$ cat config.mk
export PLATFORM = sky130hd
export DESIGN_NAME = satatrn_rxarb
export DESIGN_NICKNAME = d
export VERILOG_FILES = /design/src/rtl/satatrn_rxarb.sv
export SDC_FILE = /design/constraint.sdc
export NUM_CORES = 1
export LEC_CHECK = 0
export BUFFER_PORTS_ARGS = -buffer_cell sky130_fd_sc_hd__clkbuf_2
export CAP_MARGIN = 40
export CORE_MARGIN = 4
export CORE_UTILIZATION = 35
export CTS_CLUSTER_DIAMETER = 80
export CTS_CLUSTER_SIZE = 20
export DETAILED_ROUTE_END_ITERATION = 8
export GPL_TIMING_DRIVEN = 0
export PLACE_DENSITY = 0.67
export SETUP_SLACK_MARGIN = 0.05
export SKIP_LAST_GASP = 1
export SYNTH_ARGS = -nofsm -noshare
export SYNTH_HDL_FRONTEND = slang
export SYNTH_SLANG_ARGS = --single-unit
export TNS_END_PERCENT = 100
$ cat constraint.sdc
create_clock -name i_phy_clk -period 2.65 [get_ports i_phy_clk]
set_input_delay 0.1325 -clock i_phy_clk [delete_from_list [all_inputs] [get_ports i_phy_clk]]
set_output_delay 0.1325 -clock i_phy_clk [all_outputs]
set_load 0.005 [all_outputs]
$ cat src/rtl/satatrn_rxarb.sv
// Receive-side SATA transport FIS router: DATA FIS payloads go to the data stream
// with the header stripped and the length bounded; every other FIS goes whole to the register stream.
module satatrn_rxarb #(
    parameter int LGMAXDATA    = 11,
    parameter bit OPT_LOWPOWER = 1'b0
) (
    input  logic        i_phy_clk,
    input  logic        i_phy_reset_n,
    input  logic        i_valid,
    output logic        o_ready,
    input  logic [31:0] i_data,
    input  logic        i_last,
    input  logic        i_err,
    output logic        o_reg_valid,
    input  logic        i_reg_ready,
    output logic [31:0] o_reg_data,
    output logic        o_reg_last,
    output logic        o_reg_err,
    output logic        o_data_valid,
    input  logic        i_data_ready,
    output logic [31:0] o_data_data,
    output logic        o_data_last,
    output logic        o_data_err,
    output logic        o_drop
);

    typedef enum logic [1:0] {
        ST_IDLE = 2'd0,
        ST_REG  = 2'd1,
        ST_DATA = 2'd2,
        ST_DROP = 2'd3
    } state_t;

    localparam logic [LGMAXDATA:0] MAX_WORDS = {1'b1, {LGMAXDATA{1'b0}}};

    state_t               state_q, state_d;
    logic [LGMAXDATA:0]   cnt_q, cnt_d;
    logic                 drop_q, drop_d;
    logic                 reg_valid_q, reg_last_q, reg_err_q;
    logic [31:0]          reg_data_q;
    logic                 data_valid_q, data_last_q, data_err_q;
    logic [31:0]          data_data_q;
    logic                 reg_can_s, data_can_s, is_hdr_s;
    logic                 reg_ld_s, reg_last_s, reg_err_s;
    logic                 data_ld_s, data_last_s, data_err_s;
    logic                 ready_s;
    logic [LGMAXDATA:0]   cnt_inc_s;

    assign reg_can_s  = !reg_valid_q || i_reg_ready;
    assign data_can_s = !data_valid_q || i_data_ready;
    assign is_hdr_s   = (i_data[7:0] == 8'h46);
    assign cnt_inc_s  = cnt_q + {{LGMAXDATA{1'b0}}, 1'b1};

    // Next-state, input handshake and output-stage load decisions.
    always_comb begin
        state_d     = state_q;
        cnt_d       = cnt_q;
        drop_d      = 1'b0;
        ready_s     = 1'b0;
        reg_ld_s    = 1'b0;
        reg_last_s  = 1'b0;
        reg_err_s   = 1'b0;
        data_ld_s   = 1'b0;
        data_last_s = 1'b0;
        data_err_s  = 1'b0;
        case (state_q)
            ST_IDLE: begin
                if (is_hdr_s) begin
                    // Header is always absorbed; it never needs an output slot.
                    ready_s = 1'b1;
                    if (i_valid) begin
                        cnt_d = {(LGMAXDATA+1){1'b0}};
                        if (i_last) begin
                            drop_d = 1'b1;
                        end else begin
                            state_d = ST_DATA;
                        end
                    end else begin
                        cnt_d = cnt_q;
                    end
                end else begin
                    ready_s = reg_can_s;
                    if (i_valid && reg_can_s) begin
                        reg_ld_s   = 1'b1;
                        reg_last_s = i_last;
                        reg_err_s  = i_last && i_err;
                        state_d    = i_last ? ST_IDLE : ST_REG;
                    end else begin
                        state_d = ST_IDLE;
                    end
                end
            end
            ST_REG: begin
                ready_s = reg_can_s;
                if (i_valid && reg_can_s) begin
                    reg_ld_s   = 1'b1;
                    reg_last_s = i_last;
                    reg_err_s  = i_last && i_err;
                    state_d    = i_last ? ST_IDLE : ST_REG;
                end else begin
                    state_d = ST_REG;
                end
            end
            ST_DATA: begin
                ready_s = data_can_s;
                if (i_valid && data_can_s) begin
                    data_ld_s = 1'b1;
                    cnt_d     = cnt_inc_s;
                    if (i_last) begin
                        data_last_s = 1'b1;
                        data_err_s  = i_err;
                        state_d     = ST_IDLE;
                    end else if (cnt_inc_s == MAX_WORDS) begin
                        // Oversized payload: close the stream with an error and discard the rest.
                        data_last_s = 1'b1;
                        data_err_s  = 1'b1;
                        state_d     = ST_DROP;
                    end else begin
                        state_d = ST_DATA;
                    end
                end else begin
                    state_d = ST_DATA;
                end
            end
            ST_DROP: begin
                ready_s = 1'b1;
                if (i_valid && i_last) begin
                    drop_d  = 1'b1;
                    state_d = ST_IDLE;
                end else begin
                    state_d = ST_DROP;
                end
            end
            default: begin
                state_d = ST_IDLE;
            end
        endcase
    end

    // Control state, payload counter and drop pulse.
    always_ff @(posedge i_phy_clk or negedge i_phy_reset_n) begin
        if (!i_phy_reset_n) begin
            state_q <= ST_IDLE;
            cnt_q   <= {(LGMAXDATA+1){1'b0}};
            drop_q  <= 1'b0;
        end else begin
            state_q <= state_d;
            cnt_q   <= cnt_d;
            drop_q  <= drop_d;
        end
    end

    // Register-stream output stage.
    always_ff @(posedge i_phy_clk or negedge i_phy_reset_n) begin
        if (!i_phy_reset_n) begin
            reg_valid_q <= 1'b0;
            reg_data_q  <= 32'h0000_0000;
            reg_last_q  <= 1'b0;
            reg_err_q   <= 1'b0;
        end else if (reg_ld_s) begin
            reg_valid_q <= 1'b1;
            reg_data_q  <= i_data;
            reg_last_q  <= reg_last_s;
            reg_err_q   <= reg_err_s;
        end else if (i_reg_ready) begin
            reg_valid_q <= 1'b0;
            if (OPT_LOWPOWER) begin
                reg_data_q <= 32'h0000_0000;
                reg_last_q <= 1'b0;
                reg_err_q  <= 1'b0;
            end
        end
    end

    // Data-stream output stage.
    always_ff @(posedge i_phy_clk or negedge i_phy_reset_n) begin
        if (!i_phy_reset_n) begin
            data_valid_q <= 1'b0;
            data_data_q  <= 32'h0000_0000;
            data_last_q  <= 1'b0;
            data_err_q   <= 1'b0;
        end else if (data_ld_s) begin
            data_valid_q <= 1'b1;
            data_data_q  <= i_data;
            data_last_q  <= data_last_s;
            data_err_q   <= data_err_s;
        end else if (i_data_ready) begin
            data_valid_q <= 1'b0;
            if (OPT_LOWPOWER) begin
                data_data_q <= 32'h0000_0000;
                data_last_q <= 1'b0;
                data_err_q  <= 1'b0;
            end
        end
    end

    assign o_ready      = ready_s;
    assign o_reg_valid  = reg_valid_q;
    assign o_reg_data   = reg_data_q;
    assign o_reg_last   = reg_last_q;
    assign o_reg_err    = reg_err_q;
    assign o_data_valid = data_valid_q;
    assign o_data_data  = data_data_q;
    assign o_data_last  = data_last_q;
    assign o_data_err   = data_err_q;
    assign o_drop       = drop_q;

endmodule

# After elaboration in Yosys (flattened, before gate mapping)
# Cells that the tools add are included.
dict set report classes {
  addsub 1
  n_eq_ne 10
  muxes 44
  n_reduce_logical 14
}
# cell count
set op_table {}
lappend op_table {{$mux 12} 3}
lappend op_table {{$mux 1} 28}
lappend op_table {{$pmux 12 s2} 1}
lappend op_table {{$add 12x1->12 const B} 1}
lappend op_table {{$eq 12x12->1 const B} 1}
lappend op_table {{$mux 2} 6}
lappend op_table {{$eq 8x7->1 const B} 1}
lappend op_table {{$pmux 1 s2} 4}
lappend op_table {{$pmux 2 s4} 1}
lappend op_table {{$ne 2x2->1 const B} 3}
lappend op_table {{$ne 3x3->1 const B} 2}
lappend op_table {{$reduce_bool 2->1} 3}
lappend op_table {{$eq 2x2->1 const B} 2}
lappend op_table {{$logic_and 1x1->1} 4}
lappend op_table {{$pmux 1 s4} 1}
lappend op_table {{$reduce_and 4->1} 1}
lappend op_table {{$eq 2x1->1 const B} 1}
lappend op_table {{$logic_not 1->1} 2}
lappend op_table {{$logic_not 2->1} 1}
lappend op_table {{$logic_or 1x1->1} 2}
lappend op_table {{$reduce_and 2->1} 1}
dict set report word_totals {
  reg_bits 85
  inputBits 39
  out_inout_bits 72
}

# Depth between registers and ports, before layout
dict set report depth {
  ltp_word 7
  ltp_mapped 9
  mapped_depth_nobuf 6
}

# Worst setup path after synthesis
# Ideal clock, no wire load.
dict set report synth_timing {
  path_kind {flip-flop to flip-flop}
  start {register state_q[0]}
  end {register reg_data_q[10], in the netlist o_reg_data[10]}
  setup_time_ns 0.125
  arrival_ns 1.783
  required_ns 2.525
  setup_slack_ns 0.742
  stages_incl_launch_ff 9
  path_buffers 3
  synth_period_minus_slack_ns 1.908
  path_cell_list {dfrtp_1 > inv_1 > ha_1 > clkbuf_1 > a21boi_1 > o211a_1 > buf_6 > buf_6 > mux2_4}
}
dict set report synth_via {
  elab_chain_cells 2
  word_cells_on_any_way 3
  classes_between {eq/ne: 1; mux: 1; reduce/logical: 1}
}
# item line
set synth_lines {}
lappend synth_lines {{start, declared} 36} ;# state_t state_q, state_d;
lappend synth_lines {{start signal, assigned} 147} ;# state_q <= state_d;
lappend synth_lines {{$eq 2x1->1 / $logic_not 2->1 (equally long branches)} 66} ;# case (state_q)
lappend synth_lines {{$pmux 1 s2 (*)} 66}
lappend synth_lines {{end signal, assigned} 162} ;# reg_data_q <= i_data;
lappend synth_lines {{end, declared} 40} ;# logic [31:0] reg_data_q;
# Mark *: on every way between the ends. The rest lies on a longest branch, timed or not.
# A chain may end at the register's enable or synchronous reset.

# Final worst setup path
dict set report layout_timing {
  start {register state_q[0]}
  end {register reg_data_q[12], in the netlist o_reg_data[12]}
}
# The elaborated chain is that of the path after synthesis.

==> summary by stage <==
Run status
The flow ran to the end, and the final reports show no timing, DRC or antenna violations.

Synthesis
The total of warnings raised by yosys is 0. The share of synthesized flip-flops with an asynchronous set or reset is 1.00. The number of enable-type register cells in the synthesized netlist is 0. The fraction of the mapped netlist area in compound gates is 0.0820. The combinational family with the most area after synthesis is multiplexers.

The main flop type after synthesis is sky130_fd_sc_hd__dfrtp_1. The post-synthesis cell count is 297. Of the total synthesized cell area, the portion taken by AND, OR, NAND and NOR gates is 0.101. Averaged over all synthesized cells, the footprint is 13.3 sq um. The share of the Yosys chip area taken by registers is 0.540. Yosys attributes the largest share of cell area to sky130_fd_sc_hd__dfrtp_1 54%, sky130_fd_sc_hd__mux2_4 11%, sky130_fd_sc_hd__mux2_2 10%, sky130_fd_sc_hd__a22o_1 2.2%, sky130_fd_sc_hd__ha_1 1.9%. Counting flops and latches in the post-synthesis netlist gives 85. The number of distinct library cells after synthesis is 50.

The post-synthesis mux area share is 0.216. The netlist area before placement is 3940 sq um. The number of nets in the synthesized netlist is roughly 340. The top cell type's share of synthesized area is 0.540.

Of the total synthesized cell area, the portion taken by full adders, half adders and majority gates is 0.0191. Of the total synthesized cell area, the portion taken by XOR and XNOR cells is 0.00667. The largest total area in the synthesized netlist belongs to sky130_fd_sc_hd__dfrtp_1.

Routing
The routed via count divided by cell count is around 5.0. For this block, the via count after detailed routing is 2801. The first TritonRoute pass finished after 4 iterations.

The routed design has 8.87 mm of wire. The DRC marker count from the first detailed-route iteration is 73. After detailed routing, the average wire length per cell comes to 15.7 um.

Once detail routing completed, the nets flagged for antenna violations numbered 0. The number of design rule violations left after detail routing is 0.

Setup path
The worst setup path is captured at a flop. In this run the critical register-to-register path is launched from state_q[0]. The type of the worst setup path is reg -> reg.

The worst register-to-register path ends at o_reg_data[12]. The kind of start point of the critical path is a flop. Across all register-to-register paths, the minimum setup slack is 0.50 ns. The worst path arrival time is 2.37 ns. The worst reg2reg path depth is 8. The worst path required time is 2.87 ns. The largest fanout on the critical path is 10.

Floorplan
The core area is around 11000 sq um. The x dimension of the die is around 110 um. 111 I/O pins were placed. After floorplanning, the core was divided into 38 placement rows. The die boundary height is 114 um. The effective utilization at floorplan is 0.360. The die covers about 13000 sq um.

Placement
The number of buffers inserted by port buffering is 110. Routability-driven placement finished with a final weighted congestion of 0.806. Prior to clock tree synthesis, the placed netlist has a worst setup slack of 0.509 ns.

Once placement completed, the tool counted placed cells totaling 548. The wire-length estimate of the detail-placed layout is 6.49 mm.

Cells and area
From synthesis to final layout, the design area changed by 27.5%. The number of non-filler instances in the completed layout is 565. The number of diodes added for antenna fixing is 0. Of the cells placed in the final design, the portion with a size suffix greater than 1 is 0.496. The final net count is 465.

STA
In the finished design, the share of the clock period the worst path needs comes to 0.812. The time the worst path needs with I/O delays and setup is 2.15 ns. For the final routed database, the setup TNS stands at 0 ns. The worst setup margin is 0.497 ns.

The number of max-slew violations in the final report is 0. The largest clock skew in the final design is slightly above 0.009 ns. For the pin with the worst max-slew slack, the measured transition is 0.525 ns. The final hold violation count is 0.

The final setup violation count is 0. Measured against its own limit, the worst slew margin works out to 0.650. Setup repair after global routing left no endpoint under its margin.

The maximum clock rate is 465 MHz.

Global route
In the global route stage, overall resource usage came out at 0.144. The via count of the first global-routing pass is 2901. The first global-routing pass estimated 14.9 mm of wire. The number of antenna violations at the first check in global routing is 0. The largest net degree at the start of global routing is 51. The residual overflow from global routing is 0.

Clock tree
The root cell of the clock tree is sky130_fd_sc_hd__clkbuf_16. The maximum clock insertion buffer count is 2. The number of clock buffers inserted by TritonCTS is 9. The CTS H-tree depth is 3. The CTS clock-pin slew for the worst setup and hold paths is 0.06 ns. The insertion delay to the later sink of the worst-skew pair is 0.34 ns. In this run, post-CTS repair resized a total of 0 instances.

For this design, the sink count on the clock tree is 85. TritonCTS built the clock tree.

Min path
The worst hold path depth is 2. The path class of the lowest-slack min-delay path is in -> reg. The hold path endpoint is o_reg_data[20]. In this run the most critical hold path is launched from i_data[20].

Pwr
The static power due to leakage is 0.00254 uW. The power after layout is between 4000 and 5000 uW. In this run the power density over the cells is ~840 nW/um^2.

VDD sags by at most 608 uV.

Job
The number of maximum-capacitance constraint violations is 0.
registers in the layout, summed over array words and instances, names as in the netlist:
| signal | flops |
|---|---|
| o_data_valid | 1 |
| o_reg_valid | 1 |
| o_data_last | 1 |
| o_reg_last | 1 |
| o_data_err | 1 |
| cnt_q | 12 |
| o_drop | 1 |
| o_data_data | 32 |
| state_q | 2 |
| o_reg_err | 1 |
| o_reg_data | 32 |
logic make-up after synthesis:
group / after synthesis
buffers and inverters: 23
xor gates and xnor gates: 3
and+or+nand+nor: 67
AOI/OAI and AO/OA: 47
muxes: 66
adders and majority gates: 6
DFF: 85
cells in the mapped netlist, drive strengths merged, types with 2 or more instances:
cell and instances:
buf 15, a22o 10, and4 2, a21oi 6, and3 2, or3 4, and2 3, o22ai 2
nand3 7, o21ai 14, xor2 2, ha 6, nand2b 11, o31ai 5, inv 5, nand4 4
nor2 5, nand2 17, nor3 2, mux2 65, dfrtp 85, a31oi 2, clkbuf 3
area by class of cell:
cell class                      count  area [sq um]
Multi-Input combinational cell    189          1670
Timing Repair Buffer              112           591
Tap cell                          140           175
Clock inverter                      3          68.8
Sequential cell                    85          2130
Inverter                            5          18.8
Fill cell                        1046          5910
Clock buffer                       13           250
Buffer                             18           120
cells in the final DEF (no fill, tap or decap), drive strengths merged, types with 2 or more instances in the layout:
master / instances
mux2: 65
buf: 16
or3: 4
o21ai: 14
clkbuf: 126
and2: 3
and4: 2
nand3: 7
inv: 5
nor3: 2
ha: 6
a22o: 10
o31ai: 5
and3: 2
nand4: 4
bufinv: 2
nor2: 5
dfrtp: 85
nand2b: 11
xor2: 2
nand2: 17
a21oi: 6
a31oi: 2
o22ai: 2
stage by stage:
step,hold WS [ns],utilization,area (sq um)
final,0.0373,0.459,5020
after global routing,0.0279,0.459,5020
after CTS,0.0226,0.459,5020
after detailed placement,0.165,0.429,4690
after global placement,0.379,0.427,4660
after floorplan,-0.163,-,3940
how the worst max path moves through the flow:
stage | start | end | slack [ns] | cells after the start
6_report | state_q[0] | o_reg_data[12] | 0.50 | 8
5_1_grt | state_q[0] | o_reg_data[9] | 0.30 | 8
4_1_cts | state_q[0] | o_reg_data[11] | 0.48 | 8
3_5_place_dp | state_q[0] | o_reg_data[11] | 0.51 | 8
3_3_place_gp | state_q[0] | o_reg_data[19] | 0.50 | 8
2_1_floorplan | state_q[0] | o_reg_data[10] | 0.74 | 8
repair_timing:
item                      4_1_cts  5_1_grt
setup buffers                   0        0
hold endpoints to repair       35        0
hold buffers                    1        0
worst max-delay path, cell delays in order (launching register included):
cell and delay, ns:
sky130_fd_sc_hd__dfrtp_1 0.41, sky130_fd_sc_hd__inv_1 0.10, sky130_fd_sc_hd__ha_1 0.14, sky130_fd_sc_hd__clkbuf_1 0.28
sky130_fd_sc_hd__a21boi_1 0.26, sky130_fd_sc_hd__o211a_1 0.17, sky130_fd_sc_hd__buf_6 0.15, sky130_fd_sc_hd__buf_6 0.20
sky130_fd_sc_hd__mux2_4 0.32
where the power goes:
group	total, uW	leakage, uW	switching, uW	internal [uW]
logic	1110	0.00128	446	664
registers	1760	0.00111	175	1590
clock network	1350	0.000154	493	854
routing by layer:
metal  share of wire  vias up  GRT usage  wire length [um]
met1            0.43     1399      0.184              3830
met5               0        -          0                 0
met2            0.50       74      0.235              4400
li1                -     1316          -                 -
met3           0.056       12     0.0433               500
met4           0.016        0     0.0507               142
No activity file was read; power rests on OpenSTA's default activity.
